### src/rtl/master_start_sync.sv
// System time base with a 1 Hz-aligned preset, plus the command sequencer that loads DDS
// parameters over a REQ/ACK handshake and times blank / emission / receive intervals.
module master_start_sync (
  input  logic        clk_48,
  input  logic        reset,
  input  logic [63:0] sys_time,
  input  logic        t1hz,
  input  logic        sys_time_update,
  output logic [63:0] cur_time,
  output logic        sys_time_update_ok,
  input  logic        wr_data,
  output logic        req_command,
  input  logic [47:0] mem_dds_freq,
  input  logic [47:0] mem_dds_delta_freq,
  input  logic [31:0] mem_dds_delta_rate,
  input  logic [63:0] mem_time_start,
  input  logic [15:0] mem_n_impuls,
  input  logic [1:0]  mem_type_impulse,
  input  logic [31:0] mem_interval_ti,
  input  logic [31:0] mem_interval_tp,
  input  logic [31:0] mem_tblank1,
  input  logic [31:0] mem_tblank2,
  output logic [47:0] dds_freq,
  output logic [47:0] dds_delta_freq,
  output logic [31:0] dds_delta_rate,
  output logic        dds_start,
  output logic        req,
  input  logic        ack,
  output logic        en_iz,
  output logic        en_pr
);

  typedef enum logic [3:0] {
    IDLE = 4'd0, WAIT_CMD = 4'd1, WAIT_START = 4'd2, LOAD_DDS = 4'd3, ACK_LOW = 4'd4,
    BLANK1 = 4'd5, IZ = 4'd6, BLANK2 = 4'd7, PR = 4'd8, DONE = 4'd9
  } state_t;

  state_t      state_r, state_next;
  logic [63:0] time_r;
  logic        t1hz_d_r, ok_r, ack_s1_r, ack_s2_r, coh_r;
  logic [31:0] cnt_r, cnt_next;
  logic [15:0] imp_r, imp_next;
  logic [47:0] freq_r, dfreq_r, dds_freq_r, dds_dfreq_r;
  logic [31:0] drate_r, dds_drate_r, ti_r, tp_r, tb1_r, tb2_r;
  logic [63:0] start_r;
  logic [15:0] n_r;
  logic [1:0]  type_r;
  logic        req_command_r, req_r, en_iz_r, en_pr_r, dds_start_r;
  logic        latch_s, seek_s;
  logic [2:0]  from_s, phase_s, rep_s;

  // Phases are numbered 1..4 (BLANK1, IZ, BLANK2, PR); returns the first non-empty one at or after 'from', 0 if none.
  function automatic logic [2:0] first_phase(input logic [2:0] from, input logic [31:0] d1, d2, d3, d4);
    if (from <= 3'd1 && d1 != 32'd0)      first_phase = 3'd1;
    else if (from <= 3'd2 && d2 != 32'd0) first_phase = 3'd2;
    else if (from <= 3'd3 && d3 != 32'd0) first_phase = 3'd3;
    else if (from <= 3'd4 && d4 != 32'd0) first_phase = 3'd4;
    else                                  first_phase = 3'd0;
  endfunction

  function automatic state_t phase_state(input logic [2:0] idx);
    case (idx)
      3'd1:    phase_state = BLANK1;
      3'd2:    phase_state = IZ;
      3'd3:    phase_state = BLANK2;
      3'd4:    phase_state = PR;
      default: phase_state = DONE;
    endcase
  endfunction

  function automatic logic [31:0] phase_len(input logic [2:0] idx, input logic [31:0] d1, d2, d3, d4);
    case (idx)
      3'd1:    phase_len = d1 - 32'd1;
      3'd2:    phase_len = d2 - 32'd1;
      3'd3:    phase_len = d3 - 32'd1;
      3'd4:    phase_len = d4 - 32'd1;
      default: phase_len = 32'd0;
    endcase
  endfunction

  // Free-running time with a preset applied on the T1hz rising edge when armed
  always_ff @(posedge clk_48) begin
    if (reset) begin
      time_r   <= 64'd0;
      t1hz_d_r <= 1'b0;
      ok_r     <= 1'b0;
    end else begin
      t1hz_d_r <= t1hz;
      if (t1hz && !t1hz_d_r && sys_time_update) begin
        time_r <= sys_time;
        ok_r   <= 1'b1;
      end else begin
        time_r <= time_r + 64'd1;
        ok_r   <= 1'b0;
      end
    end
  end

  // Two-flop synchronizer for the ACK coming from the DDS clock domain
  always_ff @(posedge clk_48) begin
    if (reset) begin
      ack_s1_r <= 1'b0;
      ack_s2_r <= 1'b0;
    end else begin
      ack_s1_r <= ack;
      ack_s2_r <= ack_s1_r;
    end
  end

  // Next-state logic; phase counters hold (length - 1) and the phase ends when they reach zero
  always_comb begin
    state_next = state_r;
    cnt_next   = cnt_r;
    imp_next   = imp_r;
    latch_s    = 1'b0;
    seek_s     = 1'b0;
    from_s     = 3'd1;
    phase_s    = 3'd0;
    rep_s      = first_phase(3'd1, tb1_r, ti_r, tb2_r, tp_r);
    case (state_r)
      IDLE:     state_next = WAIT_CMD;
      WAIT_CMD: begin
        if (wr_data) begin
          state_next = WAIT_START;
          latch_s    = 1'b1;
          imp_next   = 16'd0;
        end else begin
          state_next = WAIT_CMD;
        end
      end
      WAIT_START: begin
        if (time_r >= start_r) state_next = (n_r == 16'd0) ? DONE : LOAD_DDS;
        else                   state_next = WAIT_START;
      end
      LOAD_DDS: begin
        if (ack_s2_r) state_next = ACK_LOW;
        else          state_next = LOAD_DDS;
      end
      ACK_LOW: begin
        if (!ack_s2_r) seek_s = 1'b1;
        else           state_next = ACK_LOW;
      end
      BLANK1, IZ, BLANK2, PR: begin
        if (cnt_r == 32'd0) begin
          seek_s = 1'b1;
          case (state_r)
            BLANK1:  from_s = 3'd2;
            IZ:      from_s = 3'd3;
            BLANK2:  from_s = 3'd4;
            default: from_s = 3'd5;
          endcase
        end else begin
          cnt_next = cnt_r - 32'd1;
        end
      end
      DONE:    state_next = IDLE;
      default: state_next = IDLE;
    endcase

    if (seek_s) begin
      phase_s = first_phase(from_s, tb1_r, ti_r, tb2_r, tp_r);
      if (phase_s != 3'd0) begin
        state_next = phase_state(phase_s);
        cnt_next   = phase_len(phase_s, tb1_r, ti_r, tb2_r, tp_r);
      end else begin
        imp_next = imp_r + 16'd1;
        if (({1'b0, imp_r} + 17'd1) < {1'b0, n_r}) begin
          if (type_r == 2'd0) begin
            state_next = LOAD_DDS;
          end else if (rep_s != 3'd0) begin
            state_next = phase_state(rep_s);
            cnt_next   = phase_len(rep_s, tb1_r, ti_r, tb2_r, tp_r);
          end else begin
            // every interval is empty: remaining coherent impulses take no time
            state_next = DONE;
          end
        end else begin
          state_next = DONE;
        end
      end
    end else begin
      phase_s = 3'd0;
    end
  end

  // State, phase counter and impulse counter
  always_ff @(posedge clk_48) begin
    if (reset) begin
      state_r <= IDLE;
      cnt_r   <= 32'd0;
      imp_r   <= 16'd0;
    end else begin
      state_r <= state_next;
      cnt_r   <= cnt_next;
      imp_r   <= imp_next;
    end
  end

  // Command latch
  always_ff @(posedge clk_48) begin
    if (reset) begin
      freq_r <= 48'd0; dfreq_r <= 48'd0; drate_r <= 32'd0; start_r <= 64'd0; n_r <= 16'd0;
      type_r <= 2'd0;  ti_r    <= 32'd0; tp_r    <= 32'd0; tb1_r   <= 32'd0; tb2_r <= 32'd0;
    end else if (latch_s) begin
      freq_r <= mem_dds_freq;     dfreq_r <= mem_dds_delta_freq; drate_r <= mem_dds_delta_rate;
      start_r <= mem_time_start;  n_r     <= mem_n_impuls;       type_r  <= mem_type_impulse;
      ti_r   <= mem_interval_ti;  tp_r    <= mem_interval_tp;
      tb1_r  <= mem_tblank1;      tb2_r   <= mem_tblank2;
    end
  end

  // Outputs registered from the next state so they line up exactly with the state register
  always_ff @(posedge clk_48) begin
    if (reset) begin
      req_command_r <= 1'b0; req_r <= 1'b0; en_iz_r <= 1'b0; en_pr_r <= 1'b0;
      dds_start_r   <= 1'b0; coh_r <= 1'b0;
      dds_freq_r    <= 48'd0; dds_dfreq_r <= 48'd0; dds_drate_r <= 32'd0;
    end else begin
      req_command_r <= (state_r == IDLE);
      req_r         <= (state_next == LOAD_DDS);
      en_iz_r       <= (state_next == IZ);
      en_pr_r       <= (state_next == PR);
      if (state_next == IZ)        coh_r <= 1'b1;
      else if (state_next == DONE) coh_r <= 1'b0;
      dds_start_r <= (state_next == IZ) ||
                     ((type_r != 2'd0) && coh_r && (state_next != DONE));
      if (state_next == LOAD_DDS && state_r != LOAD_DDS) begin
        dds_freq_r  <= freq_r;
        dds_dfreq_r <= dfreq_r;
        dds_drate_r <= drate_r;
      end
    end
  end

  assign cur_time           = time_r;
  assign sys_time_update_ok = ok_r;
  assign req_command        = req_command_r;
  assign req                = req_r;
  assign en_iz              = en_iz_r;
  assign en_pr              = en_pr_r;
  assign dds_start          = dds_start_r;
  assign dds_freq           = dds_freq_r;
  assign dds_delta_freq     = dds_dfreq_r;
  assign dds_delta_rate     = dds_drate_r;

endmodule

### config.mk
export PLATFORM = sky130hd
export DESIGN_NAME = master_start_sync
export DESIGN_NICKNAME = d
export VERILOG_FILES = /design/src/rtl/master_start_sync.sv
export SDC_FILE = /design/constraint.sdc
export NUM_CORES = 2
export LEC_CHECK = 0
export BUFFER_PORTS_ARGS = -buffer_cell sky130_fd_sc_hd__buf_2
export CAP_MARGIN = 30
export CORE_MARGIN = 8
export CORE_UTILIZATION = 45
export CTS_BUF_LIST = sky130_fd_sc_hd__clkbuf_4
export DETAILED_ROUTE_END_ITERATION = 12
export PLACE_DENSITY = 0.67
export SYNTH_ARGS = -nofsm -noshare
export SYNTH_HDL_FRONTEND = slang
export SYNTH_SLANG_ARGS = --single-unit
### constraint.sdc
create_clock -name clk_48 -period 5.25 [get_ports clk_48]
set_clock_uncertainty 0.15 [all_clocks]
set_input_delay 0.7875 -clock clk_48 [delete_from_list [all_inputs] [get_ports clk_48]]
set_output_delay 0.7875 -clock clk_48 [all_outputs]
set_load 0.01 [all_outputs]
==> flow_metrics.env <==
export IMPL_outcome="finished clean"
export IMPL_rows=94
export IMPL_layout_drive_gt1_share_pct=19.0
export IMPL_drv_slew=0
export IMPL_die_height_um=273
export IMPL_cts_sinks=592
export IMPL_max_freq_mhz=221
export IMPL_critPathRequiredTime_ns=5.99
export IMPL_cts_buffers=159
export IMPL_crit_path_start_kind="flop"
export IMPL_fp_dieArea_um2=74600
export IMPL_grt_pass1_wl_mm=172
export IMPL_synthesis_area_um2=29700
export IMPL_dr_pass1_iters=6
export IMPL_ant_nets=0
export IMPL_cap_viol_max_count=0
export IMPL_crit_fanout=67
export IMPL_port_buffers=605
export IMPL_multi_input_area_um2=16400
export IMPL_cts_tree="built"
export IMPL_crit_arrival_ns=5.27
export IMPL_syn_area_per_cell_um2=7.74
export IMPL_clock_root_buffer="clkbuf_4"
export IMPL_max_slew_margin_pct=16.4
export IMPL_path_clk_slew_ns=0.07
export IMPL_finalInstanceArea_um2=39300
export IMPL_grt_max_degree=196
export IMPL_vias=31700
export IMPL_vias_per_cell=5.47
export IMPL_cts_setup_buffers=0
export IMPL_gp_congestion=1.02
export IMPL_wire_per_inst_um=19.4
export IMPL_nets=5309
export IMPL_tns_ns=0
export IMPL_stdcell_count=5804
export IMPL_path_class="reg2reg"
export IMPL_rsz0062_at_grt="no"
export IMPL_ff_latch_area_um2=11900
export IMPL_start_util_pct=45.3
export IMPL_period_needed_ns=4.53
export IMPL_synth_ff_type="dfxtp_1"
export IMPL_worstSetupEndpointType="flop"
export IMPL_clock_path_buffers=3
export IMPL_seq_area_frac_synth_pct=39.9
export IMPL_ir_drop_mv=0.715
export IMPL_synth_cell_types=85
export IMPL_pin_count=606
export IMPL_die_w_um=273
export IMPL_hold_viol_final=0
export IMPL_worstMarginPinSlew_ns=1.25
export IMPL_drc=0
export IMPL_power_density_nw_per_um2=530
export IMPL_area_growth_pct=32.2
export IMPL_synth_async_sr_flop_share_pct=0
export IMPL_synth_nets=4341
export IMPL_post_route_period_util_pct=86.4
export IMPL_first_iter_violations=2761
export IMPL_antenna_found_initial=18
export IMPL_hold_path_class="in2reg"
export IMPL_wl_mm=113
export IMPL_dp_hpwl_mm=76.5
export IMPL_grt_usage_pct=28.7
export IMPL_grt_pass1_vias=31200
export IMPL_placed_area_um2=33200
export IMPL_fill_cells=5734
export IMPL_core_area_um2=65600
export IMPL_overflow=0
export IMPL_ys_seq_elements=592
export IMPL_clk_latency_ns=1.03
export IMPL_finalSetupViolCount=0
export IMPL_ys_warn_count=0
export IMPL_p_leak_uw=0.0160
export IMPL_htree_levels=4
export IMPL_placedCellCount=5108
export IMPL_synthCells=3844
export IMPL_synth_edf_count=0
[layout by cell type (no fill, tap or decap), types with 7 or more instances in the layout]
cell           count
a211oi_1          67
a21o_1            10
a21oi_1          431
a221oi_1          16
a22oi_1           12
a311oi_1           9
a31oi_1           10
and2_1             7
and3_1            23
and4_1            15
buf_12            12
buf_2            604
buf_4             30
clkbuf_4         222
clkinv_1          27
dfxtp_1          592
diode_2           23
dlygate4sd3_1    407
ha_1              89
inv_1             99
mux2i_1          135
nand2_1         1094
nand2b_1          14
nand3_1           71
nand3b_1           8
nand4_1           41
nor2_1           196
nor2b_1            8
nor3_1            54
nor4_1            62
o211ai_1          23
o21ai_0          100
o21ai_1            7
o221ai_1           9
o22ai_1           20
or3_1             36
or4_1             26
xnor2_1          111
xor2_1            99
[synthesized netlist by cell type, types with 16 or more instances]
master / count / area share (%)
o22ai_1: 20 / 0.42
o211ai_1: 23 / 0.58
a21oi_1: 432 / 7.3
nor4_1: 63 / 1.3
nand2_1: 1094 / 14
or3_1: 36 / 0.76
or4_1: 26 / 0.66
clkbuf_1: 223 / 2.8
and3_1: 24 / 0.50
ha_1: 89 / 3.7
a211oi_1: 68 / 1.7
xor2_1: 99 / 2.9
inv_1: 99 / 1.2
nand4_1: 41 / 0.86
mux2i_1: 135 / 4.5
xnor2_1: 111 / 3.3
nand3_1: 72 / 1.2
a221oi_1: 16 / 0.47
nor2_1: 196 / 2.5
dfxtp_1: 592 / 40
nor3_1: 54 / 0.91
o21ai_0: 101 / 1.7
[repair_timing]
action                    CTS  global route
hold buffers              407             0
resized for setup           0             0
hold endpoints to repair  404             0
[through the flow]
stage                     power [µW]  utilization (%)  hold WS, ns  setup slack (ns)
after global placement         16200             50.6        0.289             0.843
after floorplan                13400                -        0.264              1.48
after detailed placement       16300             50.6        0.295             0.767
final                          20800             59.9       0.0674             0.715
after CTS                      20600             59.8    0.0000253             0.719
after global routing           21900             59.9     -0.00229             0.363
[layout make-up]
type,count,share of cell area (%)
multi-input combinational,2905,41.7
clock buffer,222,4.24
clock inverter,44,0.783
antenna,23,0.146
sequential,592,30.2
tap,864,2.75
timing repair buffer,1054,19.3
inverter,100,0.974
[kinds of logic after synthesis]
logic type / share of synthesized area [%]
compound gates: 15.1
xor+xnor: 6.19
fa+ha+maj: 3.74
buf+inv: 5.20
flops: 39.9
mux: 4.66
simple gates: 25.3
[report_power, final]
group | switching (µW) | internal [µW] | total [µW]
combinational | 7000 | 3820 | 10800
clock | 2020 | 2070 | 4100
sequential | 682 | 5220 | 5900
total | 9710 | 11100 | 20800
[final timing paths]
kind,start,endpoint,cells past startpoint,slack [ns]
worst max register to register,imp_r[3]$_SDFF_PP0_,dds_delta_rate[12]$_SDFFE_PP0P_,17,0.72
worst min register to register,drate_r[8]$_SDFFE_PP0P_,dds_delta_rate[8]$_SDFFE_PP0P_,2,0.27
worst max-delay path,imp_r[3]$_SDFF_PP0_,dds_delta_rate[12]$_SDFFE_PP0P_,17,0.72
worst min-delay path,reset,start_r[20]$_SDFFE_PP0P_,2,0.07
[worst max-delay path, stage by stage, from the launching register on]
cell	delay (ns)
dfxtp_1	0.40
and3_1	0.21
nand2_1	0.06
nor2_1	0.26
and2_1	0.26
nand3_1	0.11
xnor2_1	0.16
ha_1	0.30
nand3_1	0.08
nand2b_1	0.14
or4_1	0.50
o211ai_1	0.17
nor2_2	0.10
a21oi_1	0.16
a21oi_1	0.15
nor4_4	0.39
buf_12	0.41
mux2i_1	0.28
[layer usage]
layer	share of wire (%)	global-route usage, %	wire [µm]
met4	5.0	14.9	5650
met2	48	48.6	54400
met1	39	33.5	44000
met3	7.7	7.16	8650
met5	0.037	0	42
[registers in the layout, summed over array words and instances, names as in the netlist, 48 cells and up]
name	count
freq_r	48
cur_time	64
dfreq_r	48
start_r	64
dds_freq	48
dds_delta_freq	48
Note: power is estimated with default switching activity, not from simulation.
